--- src/rtl/xgmii_tx_framer.sv ---
// XGMII transmit framer: wraps a 32-bit MAC frame stream with Start/preamble/SFD,
// Terminate and inter-packet gap, keeping Start on the first transfer of each 64-bit block.
module xgmii_tx_framer #(
    parameter int W_DATA        = 32,
    parameter int MIN_IPG_XFERS = 3
) (
    input  logic                  i_clk,
    input  logic                  i_rst_n,
    input  logic [W_DATA-1:0]     s_data,
    input  logic                  s_valid,
    input  logic                  s_last,
    input  logic [W_DATA/8-1:0]   s_keep,
    output logic                  s_ready,
    output logic [W_DATA-1:0]     o_txd,
    output logic [W_DATA/8-1:0]   o_txc,
    output logic                  o_blk_sof,
    output logic                  o_err_underrun
);
    localparam int NL = W_DATA / 8;
    localparam int KW = $clog2(NL) + 1;
    localparam int CW = (MIN_IPG_XFERS > 2) ? $clog2(MIN_IPG_XFERS) : 1;
    localparam logic [CW-1:0] IPG_LAST = CW'(MIN_IPG_XFERS - 1);

    localparam logic [7:0] C_IDLE  = 8'h07;
    localparam logic [7:0] C_START = 8'hFB;
    localparam logic [7:0] C_TERM  = 8'hFD;
    localparam logic [7:0] C_ERR   = 8'hFE;
    localparam logic [7:0] C_PRE   = 8'h55;
    localparam logic [7:0] C_SFD   = 8'hD5;

    typedef enum logic [2:0] {
        S_IDLE, S_PREAMBLE, S_DATA, S_TERM, S_IPG, S_DROP
    } state_t;

    // With a zero gap the framer may re-arm directly after Terminate.
    localparam state_t S_AFTER_TERM = (MIN_IPG_XFERS == 0) ? S_IDLE : S_IPG;

    state_t            state_q, state_d;
    logic [W_DATA-1:0] txd_q, txd_d;
    logic [NL-1:0]     txc_q, txc_d;
    logic              s_ready_q, s_ready_d;
    logic              blk_sof_q, blk_sof_d;
    logic              sof_nxt_q, sof_nxt_d;
    logic              err_q, err_d;
    logic [CW-1:0]     ipg_cnt_q, ipg_cnt_d;

    logic [KW-1:0]     keep_cnt;
    logic [W_DATA-1:0] term_txd;
    logic [NL-1:0]     term_txc;

    always_comb begin
        keep_cnt = '0;
        for (int i = 0; i < NL; i++) begin
            keep_cnt = keep_cnt + KW'(s_keep[i]);
        end
    end

    // Terminate lands right after the last valid byte; popcount keeps it framed even for sparse masks.
    genvar gi;
    generate
        for (gi = 0; gi < NL; gi++) begin : g_term_lane
            assign term_txd[8*gi +: 8] = (KW'(gi) < keep_cnt)  ? s_data[8*gi +: 8] :
                                         (KW'(gi) == keep_cnt) ? C_TERM : C_IDLE;
            assign term_txc[gi]        = (KW'(gi) >= keep_cnt);
        end
    endgenerate

    always_comb begin
        state_d   = state_q;
        txd_d     = {NL{C_IDLE}};
        txc_d     = '1;
        s_ready_d = 1'b0;
        err_d     = 1'b0;
        ipg_cnt_d = ipg_cnt_q;
        blk_sof_d = sof_nxt_q;
        sof_nxt_d = ~sof_nxt_q;

        unique case (state_q)
            S_IDLE: begin
                if (s_valid && sof_nxt_q) begin
                    txd_d   = {C_PRE, C_PRE, C_PRE, C_START};
                    txc_d   = 4'b0001;
                    state_d = S_PREAMBLE;
                end
            end
            S_PREAMBLE: begin
                txd_d     = {C_SFD, C_PRE, C_PRE, C_PRE};
                txc_d     = '0;
                s_ready_d = 1'b1;
                state_d   = S_DATA;
            end
            S_DATA: begin
                if (s_valid && s_ready_q) begin
                    if (!s_last) begin
                        txd_d     = s_data;
                        txc_d     = '0;
                        s_ready_d = 1'b1;
                    end else if (keep_cnt == KW'(NL)) begin
                        txd_d   = s_data;
                        txc_d   = '0;
                        state_d = S_TERM;
                    end else begin
                        txd_d     = term_txd;
                        txc_d     = term_txc;
                        ipg_cnt_d = '0;
                        state_d   = S_AFTER_TERM;
                    end
                end else begin
                    txd_d     = {NL{C_ERR}};
                    err_d     = 1'b1;
                    s_ready_d = 1'b1;
                    state_d   = S_DROP;
                end
            end
            S_TERM: begin
                txd_d     = {C_IDLE, C_IDLE, C_IDLE, C_TERM};
                ipg_cnt_d = '0;
                state_d   = S_AFTER_TERM;
            end
            S_IPG: begin
                if (ipg_cnt_q == IPG_LAST) begin
                    state_d = S_IDLE;
                end else begin
                    ipg_cnt_d = ipg_cnt_q + 1'b1;
                end
            end
            S_DROP: begin
                s_ready_d = 1'b1;
                if (s_valid && s_ready_q && s_last) begin
                    s_ready_d = 1'b0;
                    ipg_cnt_d = '0;
                    state_d   = S_AFTER_TERM;
                end
            end
            default: state_d = S_IDLE;
        endcase
    end

    always_ff @(posedge i_clk) begin
        if (!i_rst_n) begin
            state_q   <= S_IDLE;
            txd_q     <= {NL{C_IDLE}};
            txc_q     <= '1;
            s_ready_q <= 1'b0;
            blk_sof_q <= 1'b0;
            sof_nxt_q <= 1'b1;
            err_q     <= 1'b0;
            ipg_cnt_q <= '0;
        end else begin
            state_q   <= state_d;
            txd_q     <= txd_d;
            txc_q     <= txc_d;
            s_ready_q <= s_ready_d;
            blk_sof_q <= blk_sof_d;
            sof_nxt_q <= sof_nxt_d;
            err_q     <= err_d;
            ipg_cnt_q <= ipg_cnt_d;
        end
    end

    assign s_ready        = s_ready_q;
    assign o_txd          = txd_q;
    assign o_txc          = txc_q;
    assign o_blk_sof      = blk_sof_q;
    assign o_err_underrun = err_q;

endmodule

--- config.mk ---
export PLATFORM = sky130hd
export DESIGN_NAME = xgmii_tx_framer
export DESIGN_NICKNAME = d
export VERILOG_FILES = /design/src/rtl/xgmii_tx_framer.sv
export SDC_FILE = /design/constraint.sdc
export NUM_CORES = 1
export LEC_CHECK = 0
export BUFFER_PORTS_ARGS = -buffer_cell sky130_fd_sc_hd__buf_2
export CAP_MARGIN = 20
export CORE_ASPECT_RATIO = 0.75
export CORE_UTILIZATION = 35
export DETAILED_ROUTE_END_ITERATION = 6
export SETUP_SLACK_MARGIN = 0.05
export SKIP_CTS_REPAIR_TIMING = 1
export SYNTH_ARGS = -nofsm -noshare
export SYNTH_HDL_FRONTEND = slang
export SYNTH_SLANG_ARGS = --single-unit
--- constraint.sdc ---
create_clock -name i_clk -period 2.53 [get_ports i_clk]
set_input_delay 0.253 -clock i_clk [delete_from_list [all_inputs] [get_ports i_clk]]
set_output_delay 0.253 -clock i_clk [all_outputs]
set_load 0.01 [all_outputs]
# After elaboration in Yosys (flattened, before gate mapping)
# Index checks and enable logic that the tools add are counted.
[classes] bitwise=1 n_addsub=4 reduce_logical=9 mux=36 order_cmp=8 n_eq_ne=18
[ops] operator="32-bit one-hot mux with 4 select lines" count=1
[ops] operator="32-bit two-way mux" count=3
[ops] operator="8-bit two-way mux" count=8
[ops] operator="31-bit two-way mux" count=1
[ops] operator="3-bit two-way mux" count=6
[ops] operator="3-bit one-hot mux with 6 select lines" count=1
[ops] operator="4-bit two-way mux" count=4
[ops] operator="2-bit inequality test, second input constant" count=7
[ops] operator="4-bit one-hot mux with 3 select lines" count=1
[ops] operator="2-bit two-way mux" count=5
[ops] operator="3-bit equality test, second input constant" count=3
[ops] operator="2-bit one-hot mux with 4 select lines" count=1
[ops] operator="2-bit by 3-bit equality test with 1-bit output, first input constant" count=2
[ops] operator="3-bit by 2-bit equality test with 1-bit output, second input constant" count=2
[ops] operator="1-bit by 3-bit greater-or-equal comparator with 1-bit output, first input constant" count=2
[ops] operator="2-bit by 3-bit greater-or-equal comparator with 1-bit output, first input constant" count=2
[ops] operator="3-bit zero test" count=2
[ops] operator="1-bit by 3-bit < comparator with 1-bit output, first input constant" count=2
[ops] operator="2-bit by 3-bit < comparator with 1-bit output, first input constant" count=2
[ops] operator="6-bit AND reduction" count=1
[ops] operator="1-bit two-way mux" count=4
[ops] operator="4-bit AND reduction" count=1
[ops] operator="4-bit nonzero test" count=1
[ops] operator="2-bit by 1-bit adder with 3-bit output" count=1
[ops] operator="other kinds (11)" count=13
[word_totals] register_bits=45 wordCells=84 out_inout_bits=39

# Depth between registers and ports, before layout
# Gate-level depths: netlist of the first run.
[logic_depth] word_depth=10 depth_mapped=8 depth_no_buf=8

# Least setup slack after synthesis of the first run
# No wires, ideal clock.
[synth_path] kind="input-to-reg" from="input s_keep[0]" to="register ipg_cnt_q[0]" t_arrival_ns=2.122 path_slack_ns=0.277 setup_ns=0.131 required_time_ns=2.399 path_stages=7 path_cell_list="fa_1 ha_1 ha_1 or3b_1 a311oi_1 nor3_1 mux2i_1"
[synth_between] elab_chain_cells=6
[synth_rtl] element="from (decl)" line="12" rtl="input logic [W_DATA/8-1:0] s_keep,"
[synth_rtl] element="1-bit by 1-bit adder with 2-bit output" line="54" rtl="keep_cnt = keep_cnt + KW'(s_keep[i]);"
[synth_rtl] element="2-bit by 1-bit adder with 3-bit output" line="54"
[synth_rtl] element="3-bit by 1-bit adder with 3-bit output" line="54"
[synth_rtl] element="3-bit equality test" line="98" rtl="end else if (keep_cnt == KW'(NL)) begin"
[synth_rtl] element="2-bit inequality test (no source line)"
[synth_rtl] element="6-bit AND reduction (no source line)"
[synth_rtl] element="to (signal assigned)" line="157" rtl="ipg_cnt_q <= ipg_cnt_d;"
[synth_rtl] element="to (decl)" line="45" rtl="logic [CW-1:0] ipg_cnt_q, ipg_cnt_d;"
# Every way passes these cells.
# A chain may end at the register's enable or synchronous reset.

# Worst setup path after layout of the first run
[layout_path] from="input s_keep[0]" to="register txd_q[3], in the netlist o_txd[3]"
[layout_between] elab_chain_cells=10
[layout_rtl] element="1-bit by 1-bit adder with 2-bit output *" line="54"
[layout_rtl] element="2-bit by 1-bit adder with 3-bit output *" line="54"
[layout_rtl] element="3-bit by 1-bit adder with 3-bit output *" line="54"
[layout_rtl] element="branches (longest 3 deep; another with 1-bit by 3-bit < comparator with 1-bit output)"
[layout_rtl] element="32-bit two-way mux *" line="98"
[layout_rtl] element="32-bit two-way mux *" line="94" rtl="if (!s_last) begin"
[layout_rtl] element="32-bit two-way mux *" line="93" rtl="if (s_valid && s_ready_q) begin"
[layout_rtl] element="32-bit one-hot mux with 4 select lines *" line="78" rtl="unique case (state_q)"
[layout_rtl] element="to (signal assigned)" line="142" rtl="txd_q <= {NL{C_IDLE}};"
[layout_rtl] element="to (signal assigned)" line="151" rtl="txd_q <= txd_d;"
[layout_rtl] element="to (decl)" line="39" rtl="logic [W_DATA-1:0] txd_q, txd_d;"
# Mark *: on every way between the ends.

==> flow_metrics.tcl, run 1 <==
set metrics [dict create \
    placed_area_um2 2490 \
    r2r-start "state_q[1]" \
    ys_ff_latch 45 \
    gp_congestion 0.839 \
    rsz0062_at_grt "false" \
    reg2regPathDepth 4 \
    dp_slack_ns 0.00554 \
    met2_length_um 2110 \
    cap_violations 0 \
    clock-sinks 45 \
    path_max_fanout 12 \
    die_y_um 67.3 \
    cts_max_path_buffers 2 \
    arrival_ns 2.49 \
    place_hpwl_um 3970 \
    synth_compound_area_share_pct 23.7 \
    tightest_slew_ns 0.596 \
    syn_nets 273 \
    wl_met3_um 387 \
    start_util_pct 36.7 \
    powerDensity_nw_per_um2 597 \
    cts_tree "yes" \
    vias 1898 \
    max_freq_ghz 0.447 \
    synth_fa_ha_area_share_pct 3.52 \
    hold_depth 2 \
    outcome "complete, no violations" \
    synth_edf_count 0 \
    worst_slack_ns 0.294 \
    synthToLayoutAreaGrowth_pct 29.4 \
    hold_end "o_txd[18]" \
    wl_met1_um 2720 \
    relSlewSlack_pct 60.2 \
    dr.max_layer_used "met4" \
    total_power_mw 1.54 \
    yosys-top-cells-area "dfxtp_1, nand2_1, o21ai_0, a21oi_1, ha_1" \
    antenna_found_initial 0 \
    ant_nets 0 \
    grt_pass1_vias 1631 \
    io_buffers 78 \
    first_pass_iters 4 \
    min_from "s_data[18]" \
    wl_per_cell_um 13.6 \
    finalSetupViolCount 0 \
    critPathLaunchType "primary input" \
    diodes 0 \
    ys.flop_type "dfxtp_1" \
    syn_area_um2 1990 \
    yosys_warnings 0 \
    rows 23 \
    hold_viol 0 \
    gr-total-overflow 0 \
    async_reset_ff_share_pct 0 \
    yosysUniqueCellTypes 50 \
    synthSimpleGateAreaFrac_pct 21.0 \
    crit_type "primary input to register" \
    fillers 561 \
    synth-xor-area-share_pct 0.441 \
    peakVddDrop_uv 215 \
    fin_nets 357 \
    yosysSeqAreaShare_pct 45.3 \
    grt.total_usage_pct 18.2 \
    pin_count 79 \
    yosysTopAreaCellShare_pct 45.3 \
    wirelength_um 5280 \
    synth_top_family_by_area "compound AO/OA/AOI/OAI gates" \
    dieArea_um2 5990 \
    viasPerCell 4.89 \
    cts-htree-levels 2 \
    crit_path_end_kind "register" \
    cp.required_ns 2.78 \
    final_area_um2 2570 \
    syn_avg_cell_area_um2 8.72 \
    fin_tns_setup_ns 0 \
    yosysTopAreaCell "dfxtp_1" \
    skew_ns 0.00531 \
    slew_viol_final 0 \
    grt_pass1_wl_um 8120 \
    numCtsBuffers 5 \
    post-route-period-util_pct 88.4 \
    drt_iter0_drc 124 \
    coreArea_um2 5410 \
    r2r-end "o_txd[3]" \
    p_leak_nw 1.14 \
    grt_start_max_net_pins 18 \
    drive_above_1_share_pct 32.3 \
    period_needed_ns 2.24 \
    syn_inst 228 \
    root_buffer "clkbuf_8" \
    min_path_type "primary input to register" \
    drc_errors 0 \
    clk_pin_slew_worst_paths_ns 0.08 \
    synth_mux_area_share_pct 1.01 \
    insertion_delay_ns 0.30 \
    die_w_um 89.0 \
    r2r_slack_ns 0.70 \
]
[area by class of cell]
type,instances,area [µm²],area share (%)
inverters,7,26.3,1.02
flip-flops and latches,45,901,35.0
clock inverters,1,7.51,0.292
multi-input cells,163,987,38.4
clock buffers,7,76.3,2.97
repair buffers,90,480,18.7
well taps,75,93.8,3.65
[logic make-up after synthesis]
kind of cell,after synthesis
buffers and inverters,20
adder cells (fa/ha/maj),5
AO/OA/AOI/OAI,75
multiplexers,2
flip-flops,45
AND/OR/NAND/NOR,80
XOR/XNOR,1
[Yosys cell counts (3+ instances only)]
| library cell | instances |
|---|---|
| ha_1 | 4 |
| buf_2 | 5 |
| nor3_1 | 3 |
| o21ai_1 | 3 |
| nand3_1 | 4 |
| inv_1 | 7 |
| a21oi_1 | 15 |
| o21a_1 | 6 |
| nand2_1 | 30 |
| o21ai_0 | 22 |
| nor2_1 | 11 |
| dfxtp_1 | 45 |
| or3_1 | 4 |
| nand2b_1 | 5 |
| and2_1 | 3 |
| clkbuf_1 | 5 |
| a31oi_1 | 5 |
| a21o_1 | 5 |
| nor2b_1 | 7 |
[flip-flops by register name (all words and copies together) (netlist names)]
register	flops
o_txd	32
o_txc	4
state_q	3
ipg_cnt_q	2
blk_sof_d	1
o_blk_sof	1
o_err_underrun	1
s_ready	1
[metal layers]
layer | up-vias | track usage (%)
li1 | 968 | -
met1 | 846 | 27.7
met2 | 77 | 25.3
met3 | 7 | 3.91
met4 | 0 | 5.36
met5 | - | 0
[worst max path at each step]
| stage | start | endpoint | slack (ns) | cells past startpoint |
|---|---|---|---|---|
| 5_1_grt | s_keep[0] | o_txd[5] | 0.22 | 9 |
| 3_5_place_dp | s_keep[0] | o_txd[3] | 0.006 | 9 |
| 4_1_cts | s_keep[0] | o_txd[3] | 0.30 | 9 |
| 6_report | s_keep[0] | o_txd[3] | 0.29 | 9 |
| 2_1_floorplan | s_keep[0] | ipg_cnt_q[0] | 0.28 | 7 |
| 3_3_place_gp | s_keep[0] | o_txd[5] | -0.006 | 9 |
[layout by cell type (no fill, tap or decap), types with 2 or more instances in the layout]
cell type / Yosys / layout
a21oi_1: 15 / 15
nand2b_1: 5 / 5
and2_1: 3 / 3
clkbuf_8: 0 / 5
mux2i_1: 2 / 2
nand3_1: 4 / 4
a31oi_1: 5 / 5
o31ai_1: 2 / 2
a21boi_0: 2 / 2
nor3_1: 3 / 3
o21ai_0: 22 / 22
o21ai_1: 3 / 3
ha_1: 4 / 4
nor2b_1: 7 / 7
nand2_1: 30 / 30
clkbuf_1: 5 / 2
buf_4: 1 / 12
a21o_1: 5 / 5
o21a_1: 6 / 6
nor2_1: 11 / 11
inv_1: 7 / 7
nand4b_1: 2 / 2
or3b_1: 2 / 2
buf_2: 5 / 78
nor3b_1: 2 / 2
dfxtp_1: 45 / 45
o311ai_0: 2 / 2
or3_1: 4 / 4
[critical path: stages]
cell	delay, ns
buf_2	0.11
fa_1	0.46
ha_1	0.21
ha_1	0.29
buf_4	0.18
o41ai_1	0.51
buf_4	0.20
nand2b_1	0.14
o21a_1	0.12
[report_power, final]
group	internal (mW)	switching, mW
sequential	0.753	0.0190
clock	0.196	0.239
combinational	0.141	0.189
total	1.09	0.447
[through the flow]
| stage | cells | hold slack [ns] | util, % |
|---|---|---|---|
| final | 388 | 0.138 | 47.5 |
| after global routing | 388 | 0.126 | 47.5 |
| after CTS | 388 | 0.136 | 47.5 |
| after detailed placement | 380 | 0.442 | 46.0 |
| after global placement | 380 | 0.430 | 46.0 |
| after floorplan | 228 | 0.347 | - |
Power figures use the tool's default switching activity.
==> inputs of run 2 (changes only) <==
--- a/config.mk
+++ b/config.mk
@@ -7,7 +7,6 @@
 export LEC_CHECK = 0
 export BUFFER_PORTS_ARGS = -buffer_cell sky130_fd_sc_hd__buf_2
 export CAP_MARGIN = 20
-export CORE_ASPECT_RATIO = 0.75
 export CORE_UTILIZATION = 35
 export DETAILED_ROUTE_END_ITERATION = 6
 export SETUP_SLACK_MARGIN = 0.05
==> run 2 against run 1 <==
Net effect: via count down 1.3%; combinational power down 2%; power up 0.83%; global-route usage down 0.71 points; sequential share of layout area down 0.085 points; highest routed layer unchanged; maximum frequency up 2.1%; register-to-register slack worse by 0.02 ns; clock power up 5.1%; die area about the same; largest power group unchanged; critical path depth down 1; flip-flop and latch count unchanged; the run now ends with DRC left.
==> flow_metrics.tcl, run 2 (synthesis results as in run 1) <==
set metrics [dict create \
    dr.max_layer_used "met4" \
    synthToLayoutAreaGrowth_pct 29.7 \
    post-route-util_pct 46.8 \
    place_hpwl_um 3860 \
    period_needed_ns 2.19 \
    cp.required_ns 2.71 \
    numCtsBuffers 5 \
    placed_area_um2 2480 \
    cts_tree "yes" \
    clockPowerShare_pct 29.4 \
    final_common_cell "buf_2" \
    p_seq_share_pct 49.8 \
    fillers 561 \
    grt.total_usage_pct 17.5 \
    arrival_ns 2.37 \
    total_power_mw 1.55 \
    rows 27 \
    dp_slack_ns 0.0253 \
    rsz0062_at_grt "false" \
    dieArea_um2 5990 \
    drive_above_1_share_pct 32.9 \
    max_freq_ghz 0.456 \
    antenna_found_initial 0 \
    wl_per_cell_um 13.3 \
    multi_input_comb_area_um2 987 \
    die_w_um 77.4 \
    drc_errors 2 \
    final_area_um2 2580 \
    root_buffer "clkbuf_8" \
    crit_type "primary input to register" \
    met2_length_um 2260 \
    wirelength_um 5130 \
    first_pass_iters 6 \
    drt_iter0_drc 126 \
    coreArea_um2 5510 \
    clock-sinks 45 \
    die_y_um 77.4 \
    switching_share_pct 29.6 \
    fin_nets 357 \
    powerDensity_nw_per_um2 601 \
    clk_pin_slew_worst_paths_ns 0.09 \
    diodes 0 \
    outcome "finished with violations" \
    grt_pass1_wl_um 8160 \
    cts-htree-levels 2 \
    power_frac_comb_pct 20.8 \
    peakVddDrop_uv 234 \
    vias 1874 \
    post-route-period-util_pct 86.6 \
    slew_viol_final 0 \
    cap_violations 0 \
    gp_congestion 0.884 \
    grt_start_max_net_pins 19 \
    p_switching_mw 0.458 \
    viasPerCell 4.87 \
    tightest_slew_ns 0.464 \
    start_util_pct 36.1 \
    io_buffers 78 \
    violations "DRC" \
    r2r_slack_ns 0.68 \
    fin_tns_setup_ns 0 \
    insertion_delay_ns 0.31 \
    wl_met3_um 271 \
    largest_reg_flops 32 \
    skew_ns 0.0140 \
    finalSetupViolCount 0 \
    ant_nets 0 \
    cts_max_path_buffers 2 \
    wl_met1_um 2530 \
    relSlewSlack_pct 69.0 \
    critPathLaunchType "primary input" \
    pin_count 79 \
    path_max_fanout 4 \
    seq_area_um2 901 \
    final_cell_mix "buf_2, dfxtp_1, nand2_1, o21ai_0, a21oi_1" \
    hold_viol 0 \
    crit_path_end_kind "register" \
    gr-total-overflow 0 \
    grt_pass1_vias 1629 \
    worst_slack_ns 0.339 \
    p_leak_nw 1.14 \
    p_int_mw 1.09 \
    min_path_type "primary input to register" \
]
[run 2: area by class of cell]
| type | count | area share [%] |
|---|---|---|
| Timing Repair Buffer | 90 | 18.6 |
| Sequential cell | 45 | 34.9 |
| Multi-Input combinational cell | 163 | 38.3 |
| Clock buffer | 5 | 2.67 |
| Tap cell | 72 | 3.49 |
| Clock inverter | 3 | 0.970 |
| Inverter | 7 | 1.02 |
[run 2: power by group through the flow]
stage / Clock (mW) / Sequential (mW) / Combinational [mW]
after floorplan: 0 / 0.807 / 0.173
after global placement: 0 / 0.788 / 0.319
after detailed placement: 0 / 0.788 / 0.322
after CTS: 0.466 / 0.771 / 0.323
after global routing: 0.501 / 0.777 / 0.361
final: 0.456 / 0.771 / 0.323
[run 2: routing by layer]
layer  GRT usage (%)  vias to the layer above
li1                -                      971
met1            24.7                      843
met2            26.8                       55
met3            3.53                        5
met4            5.09                        0
met5               0                        -
[run 2: path summary, 6_finish.rpt]
kind	from	to	cells after the start
setup / recovery	s_keep[0]	ipg_cnt_q[1]	8
hold reg to reg	blk_sof_d	blk_sof_d	1
hold / removal	s_data[18]	o_txd[18]	2
setup reg to reg	state_q[1]	o_txd[10]	4
[run 2: critical path, stage by stage]
cell      delay, ns
buf_2          0.11
fa_1           0.46
ha_1           0.20
ha_1           0.32
or3b_1         0.44
a311oi_1       0.31
nor3_1         0.14
mux2i_1        0.13
[run 2: metrics by stage]
stage          std cells  hold WS [ns]
6_report             385         0.129
5_1_grt              385         0.115
4_1_cts              385         0.126
3_5_place_dp         377         0.428
3_3_place_gp         377         0.428
2_1_floorplan        228         0.347
==> inputs of run 3 (changes only) <==
--- a/config.mk
+++ b/config.mk
@@ -9,6 +9,7 @@
 export CAP_MARGIN = 20
 export CORE_UTILIZATION = 35
 export DETAILED_ROUTE_END_ITERATION = 6
+export RECOVER_POWER = 50
 export SETUP_SLACK_MARGIN = 0.05
 export SKIP_CTS_REPAIR_TIMING = 1
 export SYNTH_ARGS = -nofsm -noshare
==> run 3 against run 2 <==
Net effect: combinational power is 3% lower; critical endpoint unchanged; largest power group unchanged; die area stayed put; hold slack worse by 0.0021 ns; maximum frequency is 0.55% higher; largest cell class unchanged; register-to-register slack worse by 0.02 ns; power is 0.52% lower; final area is 1.9% lower; the flow now finishes without violations; sequential share of layout area is 0.67 points higher.
==> flow_metrics.tcl, run 3 (synthesis results as in run 1) <==
set metrics [dict create \
    outcome "complete, no violations" \
    peakVddDrop_uv 234 \
    grt_pass1_vias 1629 \
    root_buffer "clkbuf_8" \
    min_from "s_data[18]" \
    drc_errors 0 \
    r2r_slack_ns 0.66 \
    switching_share_pct 29.9 \
    gr-max-usage-layer "met2" \
    clock-sinks 45 \
    cap_violations 0 \
    first_pass_iters 4 \
    hold_viol 0 \
    fin_nets 357 \
    final_area_um2 2530 \
    use_met1_pct 24.7 \
    rsz0062_at_grt "false" \
    worst_slack_ns 0.351 \
    fin_tns_setup_ns 0 \
    cts_max_path_buffers 2 \
    total_power_mw 1.54 \
    multi_input_comb_area_um2 987 \
    wl_per_cell_um 13.4 \
    coreArea_um2 5510 \
    insertion_delay_ns 0.31 \
    largest_reg_flops 32 \
    cts-htree-levels 2 \
    rows 27 \
    diodes 0 \
    worst-path-stages 8 \
    clk_pin_slew_worst_paths_ns 0.09 \
    io_buffers 78 \
    powerDensity_nw_per_um2 609 \
    r2r-end "o_txd[10]" \
    grt_util_met3_pct 3.53 \
    max_stage_delay_ns 0.46 \
    final_cell_mix "dfxtp_1, buf_2, clkbuf_1, nand2_1, o21ai_0" \
    use_met2_pct 26.8 \
    min_path_type "primary input to register" \
    pin_count 79 \
    dp_slack_ns 0.0253 \
    grt_start_max_net_pins 19 \
    final_common_cell "dfxtp_1" \
    post-route-period-util_pct 86.1 \
    clockPowerShare_pct 29.7 \
    cp_cell_sequence "buf_2 -> fa_1 -> ha_1 -> ha_1 -> or3b_1 -> a311oi_1 -> nor3_1 -> mux2i_1" \
    crit_buf_inv 1 \
    reg2regPathDepth 4 \
    power_frac_comb_pct 20.2 \
    p_seq_share_pct 50.1 \
    fillers 579 \
    dp.cells 377 \
    skew_ns 0.0134 \
    ant_nets 0 \
    slew_viol_final 0 \
    viasPerCell 4.95 \
    vias 1904 \
    drive_above_1_share_pct 20.4 \
    cp_common_cell "ha_1" \
    cp.required_ns 2.71 \
    hold_depth 2 \
    finalSetupViolCount 0 \
    gr-total-overflow 0 \
    final_cells 385 \
    seq_area_um2 901 \
    die_w_um 77.4 \
    path_max_fanout 4 \
    placed_area_um2 2480 \
    synthToLayoutAreaGrowth_pct 27.3 \
    cts_tree "yes" \
    r2r-start "state_q[1]" \
    place_hpwl_um 3860 \
    tightest_slew_ns 0.472 \
    die_y_um 77.4 \
    max_freq_ghz 0.459 \
    cp_slowest_cell "fa_1" \
    p_int_mw 1.08 \
    period_needed_ns 2.18 \
    arrival_ns 2.36 \
    relSlewSlack_pct 68.4 \
    drt_iter0_drc 131 \
    wirelength_um 5170 \
    cp_top_family "adder cells" \
    hold_end "o_txd[18]" \
    dieArea_um2 5990 \
    crit_type "primary input to register" \
    critPathLaunchType "primary input" \
    gp_congestion 0.884 \
    start_util_pct 36.1 \
    antenna_found_initial 0 \
    grt.total_usage_pct 17.5 \
    grt_pass1_wl_um 8160 \
    numCtsBuffers 5 \
    p_switching_mw 0.461 \
    p_leak_nw 1.03 \
    crit_path_end_kind "register" \
]
run 3: layer usage:
| metal | vias to the layer above | wire (µm) |
|---|---|---|
| met5 | - | 0 |
| met4 | 0 | 80 |
| met3 | 7 | 258 |
| met2 | 64 | 2260 |
| met1 | 862 | 2570 |
| li1 | 971 | - |
run 3: how the worst max path moves through the flow:
stage / from / end / slack, ns
floorplan: s_keep[0] / ipg_cnt_q[0] / 0.28
global placement: s_keep[0] / ipg_cnt_q[1] / 0.09
detailed placement: s_keep[0] / ipg_cnt_q[0] / 0.03
CTS: s_keep[0] / ipg_cnt_q[0] / 0.34
global route: s_keep[0] / o_txd[2] / 0.18
finish: s_keep[0] / ipg_cnt_q[1] / 0.35
run 3: per-stage QoR:
stage | hold slack [ns] | util, %
final | 0.126 | 45.9
after detailed placement | 0.428 | 45.1
after global routing | 0.115 | 45.9
after global placement | 0.428 | 45.1
after CTS | 0.126 | 46.8
after floorplan | 0.347 | -
run 3: cell type report:
type                       count  share of cell area (%)
inverter                       7                    1.04
clock inverter                 3                   0.989
clock buffer                   5                    2.72
tap                           72                    3.56
multi-input combinational    163                    39.0
sequential                    45                    35.6
timing repair buffer          90                    17.1
run 3: power by group through the flow:
stage	registers (mW)	logic [mW]	clock network [mW]
final	0.773	0.312	0.457
after global routing	0.778	0.350	0.501
after CTS	0.771	0.323	0.466
after detailed placement	0.788	0.322	0
after global placement	0.788	0.319	0
after floorplan	0.807	0.173	0
